### src/rtl/ov7670_frame_source.sv
// ov7670_frame_source: behavioural OV7670 transmitter producing RGB565 frames (vsync, back porch, href lines, front porch)
//   clk           byte clock (PCLK), rising edge
//   async_reset_n asynchronous reset, active low
//   enable        start/continue frames; sampled in IDLE and on the last cycle of a frame
//   vsync         frame sync, high for VS_LINES line periods
//   href          high while px_data carries pixel bytes
//   px_data       pixel byte, high byte first; zero while href is low
//   frame_done    one-cycle pulse on the last cycle of each frame
//   frame_cnt     completed frames, wraps at 256
// Define COLOR_BARS_EN to replace the {row, col} pattern with 8 vertical RGB565 colour bars.
module ov7670_frame_source #(
  parameter int WIDTH     = 160,
  parameter int HEIGHT    = 120,
  parameter int H_BLANK   = 144,
  parameter int VS_LINES  = 3,
  parameter int VBP_LINES = 17,
  parameter int VFP_LINES = 10
) (
  input  logic       clk,
  input  logic       async_reset_n,
  input  logic       enable,
  output logic       vsync,
  output logic       href,
  output logic [7:0] px_data,
  output logic       frame_done,
  output logic [7:0] frame_cnt
);
  localparam int LINE_LEN = 2*WIDTH + H_BLANK;
  localparam int HW = $clog2(LINE_LEN);
  localparam int M1 = VS_LINES > VBP_LINES ? VS_LINES : VBP_LINES;
  localparam int M2 = HEIGHT > VFP_LINES ? HEIGHT : VFP_LINES;
  localparam int MAXL = M1 > M2 ? M1 : M2;
  localparam int LW = MAXL > 1 ? $clog2(MAXL) : 1;
  localparam logic [HW-1:0] H_LAST = HW'(LINE_LEN - 1);
  localparam logic [HW-1:0] H_ACT = HW'(2*WIDTH);
  localparam logic [LW-1:0] VS_M1 = LW'(VS_LINES - 1);
  localparam logic [LW-1:0] VBP_M1 = LW'(VBP_LINES - 1);
  localparam logic [LW-1:0] ACT_M1 = LW'(HEIGHT - 1);
  localparam logic [LW-1:0] VFP_M1 = LW'(VFP_LINES - 1);
  typedef enum logic [2:0] {IDLE, VSYNC, VBP, ACTIVE, VFP} state_t;
  state_t r_state, w_state_nx;
  logic [HW-1:0] r_h, w_h_nx;
  logic [LW-1:0] r_line, w_line_nx, w_lim;
  logic w_h_end, w_st_end;
  logic r_vsync, r_href, r_done;
  logic [7:0] r_px, r_cnt;
  logic w_vsync_nx, w_href_nx, w_done_nx;
  logic [7:0] w_byte, w_px_nx;
`ifdef COLOR_BARS_EN
  localparam int BW = WIDTH/8 > 0 ? WIDTH/8 : 1;
  localparam logic [15:0] BARS [8] = '{16'hFFFF, 16'hFFE0, 16'h07FF, 16'h07E0,
                                       16'hF81F, 16'hF800, 16'h001F, 16'h0000};
  logic [2:0] w_bar;
  logic [15:0] w_pix;
`else
  logic [7:0] w_row, w_col;
`endif
  assign vsync = r_vsync;
  assign href = r_href;
  assign px_data = r_px;
  assign frame_done = r_done;
  assign frame_cnt = r_cnt;
  always_ff @(posedge clk or negedge async_reset_n)
    if (!async_reset_n) begin
      r_state <= IDLE;
      r_h <= '0;
      r_line <= '0;
      r_vsync <= 1'b0;
      r_href <= 1'b0;
      r_px <= '0;
      r_done <= 1'b0;
      r_cnt <= '0;
    end else begin
      r_state <= w_state_nx;
      r_h <= w_h_nx;
      r_line <= w_line_nx;
      r_vsync <= w_vsync_nx;
      r_href <= w_href_nx;
      r_px <= w_px_nx;
      r_done <= w_done_nx;
      r_cnt <= r_cnt + {7'd0, r_done};
    end
  // A state ends on the last h_cnt of its last line period; enable is only looked at in IDLE and at frame end.
  always_comb begin
    w_h_end = r_h == H_LAST;
    w_lim = r_state == VSYNC ? VS_M1 : r_state == VBP ? VBP_M1 : r_state == ACTIVE ? ACT_M1 : VFP_M1;
    w_st_end = w_h_end && r_line == w_lim;
    w_state_nx = r_state == IDLE ? (enable ? VSYNC : IDLE) :
                 !w_st_end ? r_state :
                 r_state == VSYNC ? VBP :
                 r_state == VBP ? ACTIVE :
                 r_state == ACTIVE ? VFP :
                 (enable ? VSYNC : IDLE);
    w_h_nx = (r_state == IDLE || w_h_end) ? '0 : r_h + HW'(1);
    w_line_nx = (r_state == IDLE || w_st_end) ? '0 : r_line + LW'(w_h_end);
  end
  // Outputs are decoded from the next-cycle state and counters so they can be registered without lag.
  always_comb begin
    w_vsync_nx = w_state_nx == VSYNC;
    w_href_nx = w_state_nx == ACTIVE && w_h_nx < H_ACT;
`ifdef COLOR_BARS_EN
    w_bar = 3'((w_h_nx >> 1) / HW'(BW));
    w_pix = BARS[w_bar];
    w_byte = w_h_nx[0] ? w_pix[7:0] : w_pix[15:8];
`else
    w_row = 8'(w_line_nx);
    w_col = 8'(w_h_nx >> 1);
    w_byte = w_h_nx[0] ? w_col : w_row;
`endif
    w_px_nx = w_href_nx ? w_byte : '0;
    w_done_nx = w_state_nx == VFP && w_h_nx == H_LAST && w_line_nx == VFP_M1;
  end
endmodule

### config.mk
export PLATFORM = sky130hd
export DESIGN_NAME = ov7670_frame_source
export DESIGN_NICKNAME = d
export VERILOG_FILES = /design/src/rtl/ov7670_frame_source.sv
export SDC_FILE = /design/constraint.sdc
export NUM_CORES = 1
export LEC_CHECK = 0
export BUFFER_PORTS_ARGS = -buffer_cell sky130_fd_sc_hd__buf_2
export CORE_UTILIZATION = 45
export DETAILED_ROUTE_END_ITERATION = 10
export GPL_TIMING_DRIVEN = 0
export SETUP_SLACK_MARGIN = 0.4
export SLEW_MARGIN = 10
export SYNTH_ARGS = -nofsm -noshare
export SYNTH_HDL_FRONTEND = slang
export SYNTH_SLANG_ARGS = --single-unit
export TNS_END_PERCENT = 100
### constraint.sdc
create_clock -name clk -period 8.45 [get_ports clk]
set_input_delay 1.2675 -clock clk [delete_from_list [all_inputs] [get_ports clk]]
set_output_delay 1.2675 -clock clk [all_outputs]
set_load 0.05 [all_outputs]
* Word level (Yosys, flattened, before mapping)
Index checks and enable logic that the tools add are counted.
W data, S select, Z words.
** Operators by class
- $lt $le $gt $ge :: 1
- Bitwise operators :: 0
- Shift-type cells :: 0
- Reductions and logical operators :: 7
- Add/sub/neg operators :: 3
- Eq/ne operators :: 10
- Mux-type cells :: 13
- $mul :: 0
- Divide/modulo/power cells :: 0
** Operators by type and width (count)
- $mux W7 :: 4
- $eq A9 B9 Y1 const B :: 2
- $mux W8 :: 2
- $mux W3 :: 5
- $add A9 B1 Y9 const B :: 1
- $eq A3 B2 Y1 const B :: 3
- $lt A9 B9 Y1 const B :: 1
- $mux W9 :: 1
- $add A8 B1 Y8 :: 1
- $add A7 B1 Y7 :: 1
- $eq A7 B4 Y1 const B :: 1
- $eq A7 B7 Y1 :: 1
- $eq A3 B1 Y1 const B :: 2
- $logic_and A1 B1 Y1 :: 4
- $eq A3 B3 Y1 const B :: 1
- $logic_not A3 Y1 :: 1
- $logic_or A1 B1 Y1 :: 2
- $mux W1 :: 1
** Storage, ports and cells
- Output and inout bits :: 19
- Word-level logic and storage cells :: 42
- Memory bits (read-only) :: 0
- Register bits :: 38
- Memories :: 0
- Latch bits :: 0
- Bits in writable memories :: 0

* Longest topological paths before layout
Gate-level depths: netlist of run 1.
- Depth after elaboration :: 11
- Gate-level depth with buffers :: 12
- Depth with buffers taken out :: 12

* Worst setup path after synthesis of run 1
OpenSTA, ideal clock, no wires.
- Path kind :: flip-flop to flip-flop
- From :: reg r_h[0]
- To :: reg r_px[6] (netlist: px_data[6])
- Buffers on the path :: 0
- Setup slack :: 5732 ps
- Data required time :: 8370 ps
- Data arrival time :: 2638 ps
- Stages on the path, launching flop included :: 12
- Cell sequence :: dfrtp_1 ha_1 nand3_4 or4_4 inv_1 ha_1 ha_1 and3_1 nand3_1 xor2_1 or3_1 a21oi_1
** On the way
- Longest elaborated chain between the ends :: 7
- Elaborated cells between the ends (all ways) :: 15
** RTL lines
- start: declaration :: RTL line 42 : logic [HW-1:0] r_h, w_h_nx;
- start signal: assignment :: RTL line 75 : r_h <= w_h_nx;
- branches (longest 6 deep; another with $add A9 B1 Y9)
- $mux W8 * :: RTL line 110 : w_px_nx = w_href_nx ? w_byte : '0;
- named net w_px_nx[6] :: RTL line 48 : logic [7:0] w_byte, w_px_nx;
- end signal: assignment :: RTL line 79 : r_px <= w_px_nx;
- end: declaration :: RTL line 46 : logic [7:0] r_px, r_cnt;
Mark *: on every way through the listed nets, which the timed path passes.

* Final worst setup path of run 1
Same ends and word-level chain as after synthesis.

==> reports/summary.txt, run 1 <==
status -> finished, final reports clean
Yosys reg bits -> 38
average size of a mapped cell -> 9.94 sq um
number of setup buffers added after CTS -> 0
Yosys Warn Count -> 0
Synth area leader -> dfrtp_1
share of flip-flops with an asynchronous set or reset -> 100%
leak pwr -> 1.12 nW
slowest stage cell, crit path -> or4_4
Max Slew Vio Count -> 0
r2r worst-path depth -> 11
R2R Path End -> px_data[6]$_DFF_PN0_
Worst setup SP type -> flop
core area -> 4090 sq um
NumNets Final -> 232
final antenna-violating net count -> 0
dpl ws -> 5.42 ns
drc violations -> 0
Slew HR -> 43.7%
Tmin final -> 3.07 ns
share of the synthesized area in the top cell type -> 48.8%
Clock Skews -> 0.00936 ns
CTS H-tree depth -> 2
die area -> 4600 sq um
Post-CTS Hold Fix Bufs -> 0
Fin Hold WS -> 0.474 ns
mapped cell area -> 1950 sq um
initial antenna violation count -> 0
Num CTS Buffers -> 5
clk sink count -> 38
Worst-Margin Slew -> 0.845 ns
RSZ-0062 raised after global routing -> no
Crit path arrival time -> 3.27 ns
Post-Route WL -> 4240 um
hold endpoint -> frame_cnt[7]$_DFF_PN0_
most used cell, CP -> ha_1
vias in the first global route -> 1556
vias per cell -> 5.75
setup slack after layout -> 5.38 ns
IO Pins -> 22
fin crit share -> 36.3%
RePlAce Congestion -> 0.849
Post-Syn Nets -> 204
drt initial violations -> 46
setup_tns -> 0 ns
gr usage total -> 21.3%
Overflow after GRT -> 0
hold crit path type -> reg -> reg
HPWL after DPL -> 3160 um
GR Util met1 -> 27.0%
diode count -> 0
ys flop type -> dfrtp_1
CP startpoint -> r_h[0]$_DFF_PN0_
layout cells sized above 1 -> 16.4%
met2 GRT Util -> 35.4%
WL/cell -> 15.4 um
max_cap viols -> 0
final instance area -> 2210 sq um
Clock Path Buffers -> 2
multi-input logic area -> 910 sq um
reg2reg setup slack -> 5.38 ns
Fmax -> 0.326 GHz
FF/Latch Area -> 951 sq um
IR drop worst, VDD -> 0.0000668 V
layout overhead on the synthesized area -> 13.5%
post-synthesis sequential area ratio -> 48.8%
first-pass GRT wire length -> 7040 um
Worst-path clk slew -> 0.07 ns
number of buffers added on ports -> 21
EDFF count, synth -> 0
GR peak layer -> met2
synth unique cells -> 49
DIE HEIGHT -> 67.8 um
met3 Usage GRT -> 4.05%
largest net degree at the start of global routing -> 39
CP peak stage delay -> 0.55 ns
critical path type -> reg -> reg
die width -> 67.8 um
PwrDens -> 143 nW/um^2
clk_lat worst skew -> 0.29 ns
CTS tree -> done
FP Rows -> 23
reg2reg start -> r_h[0]$_DFF_PN0_
final core utilization -> 54.1%
final count of negative-setup-slack endpoints -> 0
starting density of the core -> 47.7%
filler instances -> 383
worst path required time -> 8.65 ns
worst hold start -> frame_cnt[7]$_DFF_PN0_
drt pass-1 iters -> 4
top area cells in the synthesized netlist -> dfrtp_1 (49%), xnor2_1 (4.0%), nand3_1 (3.6%), xor2_1 (3.6%), nor2_1 (3.5%)
Final Hold Fails -> 0
CTS root buf -> clkbuf_8
placed cell area -> 2120 sq um
Mapped Cells -> 196
Hold Crit Depth -> 1
crit-path max FO -> 8
number of gates resized after cts -> 0
crit path cell chain -> ha_1 > nand3_4 > or4_4 > inv_1 > ha_1 > ha_1 > and3_1 > nand3_1 > xor2_1 > or3_1 > a21oi_1
Worst setup EP type -> flop
routed via count -> 1582
-- worst max path at each step --
stage                           end  cells past startpoint  slack [ns]
5_1_grt        px_data[6]$_DFF_PN0_                     11        5.14
2_1_floorplan  px_data[6]$_DFF_PN0_                     11        5.73
3_3_place_gp   px_data[6]$_DFF_PN0_                     11        5.42
4_1_cts        px_data[6]$_DFF_PN0_                     11        5.39
6_report       px_data[6]$_DFF_PN0_                     11        5.38
3_5_place_dp   px_data[6]$_DFF_PN0_                     11        5.42
-- where the power goes --
group	leakage, nW	internal, mW	switching, mW
Combinational	0.569	0.000409	0.00358
Clock	0.0472	0.0655	0.0648
Sequential	0.506	0.182	0
Total	1.12	0.248	0.0684
-- sequential cells by signal (all words and copies together), names as in the netlist --
signal	cells
r_h	9
frame_cnt	8
px_data	8
r_line	7
r_state	3
frame_done	1
href	1
vsync	1
-- cell usage after synthesis (3+ instances only) --
cell type and instances:
a21o_1 3, a21oi_1 4, and3_1 8, clkbuf_1 9, dfrtp_1 38, ha_1 5
inv_1 11, nand2_1 11, nand3_1 14, nand4_1 4, nor2_1 18, nor3_1 3
o211ai_1 3, o21ai_0 3, or3_1 4, xnor2_1 9, xor2_1 8
-- routing by layer --
layer / share of wire, % / wire [um]
met1: 45 / 1890
met2: 48 / 2050
met3: 5.7 / 241
met4: 1.2 / 49
met5: 0 / 0
-- cells by family after synthesis --
| family | after synthesis | share of synthesized area, % |
|---|---|---|
| AO/OA/AOI/OAI | 33 | 13.0 |
| XOR/XNOR | 17 | 7.64 |
| adder cells (fa/ha/maj) | 5 | 3.21 |
| buffers and inverters | 23 | 4.50 |
| flip-flops | 38 | 48.8 |
| multiplexers | 2 | 1.09 |
| AND/OR/NAND/NOR | 78 | 21.7 |
-- layout make-up --
type | count | share of cell area (%)
Sequential cell | 38 | 43.0
Multi-Input combinational cell | 135 | 41.1
Timing Repair Buffer | 21 | 4.75
Clock buffer | 6 | 3.74
Tap cell | 50 | 2.83
Inverter | 13 | 2.21
Buffer | 10 | 1.75
Clock inverter | 2 | 0.566
-- cell usage in the layout (no fill, tap or decap), types with 2 or more instances in the layout --
cell | synthesis | final
clkbuf_8 | 0 | 6
buf_2 | 1 | 22
o211ai_1 | 3 | 3
a21o_1 | 3 | 3
o21ai_0 | 3 | 3
o21ai_1 | 2 | 2
xnor2_1 | 9 | 9
a21oi_1 | 4 | 4
inv_1 | 11 | 11
o311a_1 | 2 | 2
dfrtp_1 | 38 | 38
nand4_1 | 4 | 4
o31ai_1 | 2 | 2
inv_2 | 2 | 2
nor4_1 | 2 | 2
nand2b_1 | 2 | 2
a211o_1 | 2 | 2
and3_1 | 8 | 8
ha_1 | 5 | 5
nor3_1 | 3 | 3
or3_1 | 4 | 4
nor2_1 | 18 | 18
nand2_1 | 11 | 11
nor2b_1 | 2 | 2
xor2_1 | 8 | 8
nor4b_1 | 2 | 2
clkbuf_1 | 9 | 9
nand3_1 | 14 | 14
-- through the flow --
step                total power [mW]  cells
finish                         0.316    275
floorplan                      0.185    196
detailed placement             0.190    267
global placement               0.189    267
global route                   0.328    275
CTS                            0.319    275
-- critical path, delay by kind of cell, from the launching register on --
| family | cells | cell delay, ns |
|---|---|---|
| compound gates | 1 | 0.15 |
| xor+xnor | 1 | 0.18 |
| fa+ha+maj | 3 | 0.68 |
| buf+inv | 1 | 0.07 |
| flops | 1 | 0.50 |
| simple gates | 5 | 1.39 |
Power figures use the tool's default switching activity.
==> inputs of run 2 (changes only) <==
==> constraint.sdc (replaced) <==
create_clock -name clk -period 2.9 [get_ports clk]
set_input_delay 0.435 -clock clk [delete_from_list [all_inputs] [get_ports clk]]
set_output_delay 0.435 -clock clk [all_outputs]
set_load 0.05 [all_outputs]
==> run 2 against run 1 <==
Effect of this change:
- power rose to 2.9 times the previous value
- first-iteration DRC count rose by 130%
- combinational power rose to 2.9 times the previous value
- clock skew fell by 0.0032 ns
- die area did not move
==> reports/summary.txt, run 2 (synthesis results as in run 1) <==
Worst setup EP type -> flop
total power -> 0.922 mW
drt pass-1 iters -> 4
RSZ-0062 raised after global routing -> yes
HPWL after DPL -> 3020 um
FP Rows -> 23
RePlAce Congestion -> 0.877
critical path type -> reg -> reg
multi-input logic area -> 990 sq um
die width -> 67.8 um
largest net degree at the start of global routing -> 39
Worst-Margin Slew -> 0.826 ns
filler instances -> 384
Clock Path Buffers -> 2
number of buffers added on ports -> 21
Largest Register -> r_h
Final Hold Fails -> 0
setup_tns -> 0 ns
starting density of the core -> 47.7%
WL/cell -> 15.6 um
vias per cell -> 5.70
vias in the first global route -> 1485
diode count -> 0
Clock Skews -> 0.00618 ns
commonest non-fill, non-tap cell in the layout -> dfrtp_1
PwrDens -> 397 nW/um^2
clk_lat worst skew -> 0.29 ns
clk sink count -> 38
Fmax -> 0.370 GHz
Overflow after GRT -> 0
CTS root buf -> clkbuf_8
layout overhead on the synthesized area -> 19.3%
Slew HR -> 44.9%
Post-Route WL -> 4360 um
number of flip-flops under the largest register name -> 9
most frequent cells in the layout -> dfrtp_1 (37), buf_2 (22), nor2_1 (18)
worst path required time -> 3.12 ns
CTS H-tree depth -> 2
hold crit path type -> in -> async
Tmin final -> 2.70 ns
FF/Latch Area -> 952 sq um
die area -> 4600 sq um
max_cap viols -> 0
DIE HEIGHT -> 67.8 um
layout cells sized above 1 -> 24.5%
fin crit share -> 93.1%
routed via count -> 1589
final count of negative-setup-slack endpoints -> 0
gr usage total -> 21.5%
Max Slew Vio Count -> 0
Crit path arrival time -> 2.92 ns
Worst setup SP type -> flop
IO Pins -> 22
IR drop worst, VDD -> 0.000261 V
initial antenna violation count -> 0
first-pass GRT wire length -> 7080 um
Num CTS Buffers -> 5
leak pwr -> 1.17 nW
drt initial violations -> 108
final antenna-violating net count -> 0
core area -> 4090 sq um
CTS tree -> done
status -> finished, final reports clean
drc violations -> 0
Worst-path clk slew -> 0.08 ns
crit-path max FO -> 3
NumNets Final -> 236
-- run 2: cell types whose count changed in the layout (fill, tap and decap cells not counted), moves of 2 or more --
cell      delta
ha_1         -3
inv_2        +2
nand3_1      -2
inv_1        -2
ha_4         +3
buf_4        +4
nand3_2      +2
clkbuf_2     +4
clkbuf_1     -3
-- run 2: critical path, stage by stage, from the launching register on --
cell     delay (ns)
dfrtp_1        0.41
ha_4           0.17
nand3_4        0.07
or4_4          0.55
inv_2          0.08
ha_4           0.12
inv_2          0.03
or4_1          0.42
nor4_2         0.14
nand4_1        0.16
nor4b_2        0.23
and4b_1        0.25
-- run 2: final timing paths --
check	start	end	slack, ns	depth (start not counted)
max in group asynchronous	async_reset_n	r_h[0]$_DFF_PN0_	2.10	1
min in group clk	enable	vsync$_DFF_PN0_	0.46	3
max reg2reg	r_h[1]$_DFF_PN0_	frame_done$_DFF_PN0_	0.20	11
max	r_h[1]$_DFF_PN0_	frame_done$_DFF_PN0_	0.20	11
min reg2reg	frame_cnt[7]$_DFF_PN0_	frame_cnt[7]$_DFF_PN0_	0.46	1
min	async_reset_n	frame_cnt[6]$_DFF_PN0_	0.24	1
-- run 2: per-layer routing --
metal	up-vias	track usage, %	share of wire, %
met5	-	0	0
met4	0	9.38	1.1
met3	7	3.72	5.0
met2	46	31.9	47
met1	774	30.4	47
li1	762	-	-
-- run 2: cell type report --
type	count	area share [%]
Tap cell	50	2.69
Multi-Input combinational cell	135	42.6
Timing Repair Buffer	25	5.82
Inverter	13	2.10
Sequential cell	38	41.0
Buffer	10	1.88
Clock inverter	1	0.215
Clock buffer	7	3.72
-- run 2: where the power goes --
group / switching [mW] / total (mW) / leakage [nW] / internal (mW)
Clock: 0.189 / 0.381 / 0.0482 / 0.192
Sequential: 0 / 0.529 / 0.506 / 0.529
Combinational: 0.0102 / 0.0114 / 0.620 / 0.00119
Total: 0.199 / 0.922 / 1.17 / 0.723
-- run 2: metrics by stage --
| stage | util, % | cells | setup slack (ns) | cell area [sq um] | hold WS [ns] |
|---|---|---|---|---|---|
| 6_report | 56.9 | 279 | 0.201 | 2320 | 0.236 |
| 5_1_grt | 56.9 | 279 | 0.0583 | 2320 | 0.329 |
| 4_1_cts | 56.1 | 279 | 0.191 | 2290 | 0.282 |
| 3_5_place_dp | 52.8 | 267 | 0.0398 | 2160 | 0.458 |
| 3_3_place_gp | 52.8 | 267 | 0.0301 | 2160 | 0.459 |
| 2_1_floorplan | - | 196 | 0.340 | 1990 | 0.139 |
-- run 2: timing repair --
action	CTS	global route
hold buffers	0	0
buffers inserted	4	0
pin swaps	1	3
setup endpoints to repair	12	10
gates resized for setup	3	10
==> inputs of run 3 (changes only) <==
--- a/config.mk
+++ b/config.mk
@@ -9,6 +9,7 @@
 export CORE_UTILIZATION = 45
 export DETAILED_ROUTE_END_ITERATION = 10
 export GPL_TIMING_DRIVEN = 0
+export PLACE_DENSITY_LB_ADDON = 0.3
 export SETUP_SLACK_MARGIN = 0.4
 export SLEW_MARGIN = 10
 export SYNTH_ARGS = -nofsm -noshare
==> run 3 against run 2 <==
Effect of this change:
- routed wire length down 2.1%
- via count down 0.69%
- setup slack better by 0.033 ns
- critical path depth down 1
- non-clock buffer count up 2
- clock-buffer cell count down 1
- combinational power about the same
- critical endpoint unchanged
- largest cell class unchanged
- highest routed layer unchanged
==> reports/summary.txt, run 3 (synthesis results as in run 1) <==
Fmax -> 0.375 GHz
Worst setup EP type -> flop
Crit path arrival time -> 2.89 ns
core area -> 4090 sq um
IR drop worst, VDD -> 0.000281 V
drt pass-1 iters -> 4
Psw -> 0.196 mW
final core utilization -> 59.0%
clk_lat worst skew -> 0.29 ns
Num CTS Buffers -> 5
Worst setup SP type -> flop
drt initial violations -> 97
NumNets Final -> 238
vias in the first global route -> 1465
commonest non-fill, non-tap cell in the layout -> dfrtp_1
PwrDens -> 453 nW/um^2
status -> finished, final reports clean
largest net degree at the start of global routing -> 39
leak pwr -> 1.18 nW
Clock Path Buffers -> 2
WL/cell -> 15.2 um
Overflow after GRT -> 0
starting density of the core -> 47.7%
final count of negative-setup-slack endpoints -> 0
Worst-path clk slew -> 0.08 ns
die area -> 4600 sq um
crit path cell chain -> clkbuf_1 > or4_4 > inv_2 > ha_4 > inv_2 > or4_1 > nor4_2 > nand4_1 > nor4b_2 > and4b_1
first-pass GRT wire length -> 6890 um
gr usage total -> 21.1%
crit-path max FO -> 8
CTS root buf -> clkbuf_8
CP peak stage delay -> 0.61 ns
Clock power frac -> 50.5%
number of buffers added on ports -> 21
power share of the combinational group -> 1.1%
max_cap viols -> 0
reg2reg setup slack -> 0.23 ns
sequential share of power -> 48.4%
fin crit share -> 92.0%
Max Slew Vio Count -> 0
r2r worst-path depth -> 10
Final Hold Fails -> 0
drc violations -> 0
layout cells sized above 1 -> 26.4%
CTS tree -> done
final antenna-violating net count -> 0
hold crit path type -> in -> async
Tmin final -> 2.67 ns
FP Rows -> 23
Post-Route WL -> 4270 um
IO Pins -> 22
Fin Hold WS -> 0.249 ns
HPWL after DPL -> 2890 um
reg2reg start -> r_h[5]$_DFF_PN0_
Pint -> 0.898 mW
CP bufs+invs -> 3
Worst-Margin Slew -> 0.849 ns
Largest Register -> r_h
setup_tns -> 0 ns
layout overhead on the synthesized area -> 23.8%
most used cell, CP -> inv_2
RePlAce Congestion -> 0.815
worst path required time -> 3.13 ns
clk sink count -> 38
routed via count -> 1578
number of flip-flops under the largest register name -> 9
DIE HEIGHT -> 67.8 um
RSZ-0062 raised after global routing -> yes
vias per cell -> 5.62
Post-CTS Hold Fix Bufs -> 0
most frequent cells in the layout -> dfrtp_1 (37), buf_2 (23), nor2_1 (18)
filler instances -> 359
slowest stage cell, crit path -> or4_4
die width -> 67.8 um
diode count -> 0
Crit path max-delay family -> simple AND/OR/NAND/NOR gates
initial antenna violation count -> 0
WP depth -> 10
R2R Path End -> frame_done$_DFF_PN0_
Sw Share -> 17.9%
critical path type -> reg -> reg
Slew HR -> 43.4%
Clock Skews -> 0.0111 ns
CTS H-tree depth -> 2
==> run 3: changes by cell type in the layout (fill, tap and decap cells not counted), sizes merged <==
cell | previous run | this run
buf | 26 | 29
bufinv | 0 | 2
clkbuf | 16 | 14
clkinv | 1 | 0
==> run 3: how the worst max path moves through the flow <==
stage,from,endpoint
after floorplan,r_h[0]$_DFF_PN0_,frame_done$_DFF_PN0_
after global placement,r_h[0]$_DFF_PN0_,frame_done$_DFF_PN0_
after detailed placement,r_h[0]$_DFF_PN0_,frame_done$_DFF_PN0_
after CTS,r_h[0]$_DFF_PN0_,frame_done$_DFF_PN0_
after global routing,r_h[0]$_DFF_PN0_,frame_done$_DFF_PN0_
final,r_h[5]$_DFF_PN0_,frame_done$_DFF_PN0_
==> run 3: per-layer routing <==
metal,vias up,routed length [um],share of wire (%),GRT usage (%)
li1,764,-,-,-
met4,0,35,0.82,8.07
met5,-,0,0,0
met2,37,2060,48,32.5
met3,2,184,4.3,5.41
met1,775,1980,46,28.3
==> run 3: cell type report <==
class,instances,area (sq um),share of cell area (%)
multi-input combinational,135,1010,42.0
sequential,38,952,39.5
timing repair buffer,27,150,6.22
clock buffer,6,82.6,3.42
tap,50,62.6,2.59
clock inverter,2,60.1,2.49
inverter,13,48.8,2.02
buffer,10,42.5,1.76
==> run 3: power by group through the flow <==
stage	Clock, mW	Sequential (mW)	Combinational, mW
global route	0.589	0.529	0.0142
CTS	0.568	0.529	0.0122
detailed placement	0	0.540	0.0124
global placement	0	0.540	0.0121
finish	0.553	0.529	0.0116
floorplan	0	0.540	0.000236
==> run 3: timing repair <==
| action | 4_1_cts | 5_1_grt |
|---|---|---|
| endpoints found under the setup margin | 12 | 10 |
| setup buffers | 5 | 1 |
| gates resized for setup | 4 | 12 |
| pin swaps | 2 | 4 |
| hold endpoints to repair | 0 | 0 |
| cloned | 0 | 0 |
==> run 3: through the flow <==
| step | setup WS [ns] | cells | area [sq um] | power, mW |
|---|---|---|---|---|
| floorplan | 0.340 | 196 | 1990 | 0.540 |
| global placement | 0.0762 | 267 | 2160 | 0.552 |
| detailed placement | 0.0608 | 267 | 2160 | 0.552 |
| CTS | 0.207 | 280 | 2360 | 1.11 |
| global route | 0.128 | 281 | 2410 | 1.13 |
| finish | 0.233 | 281 | 2410 | 1.09 |
==> run 3: worst register-to-register path, delay by kind of cell, from the launching register on <==
kind | cells | cell delay [ns]
adder cells (fa/ha/maj) | 1 | 0.12
AND/OR/NAND/NOR | 6 | 1.79
flip-flops | 1 | 0.38
buffers and inverters | 3 | 0.32
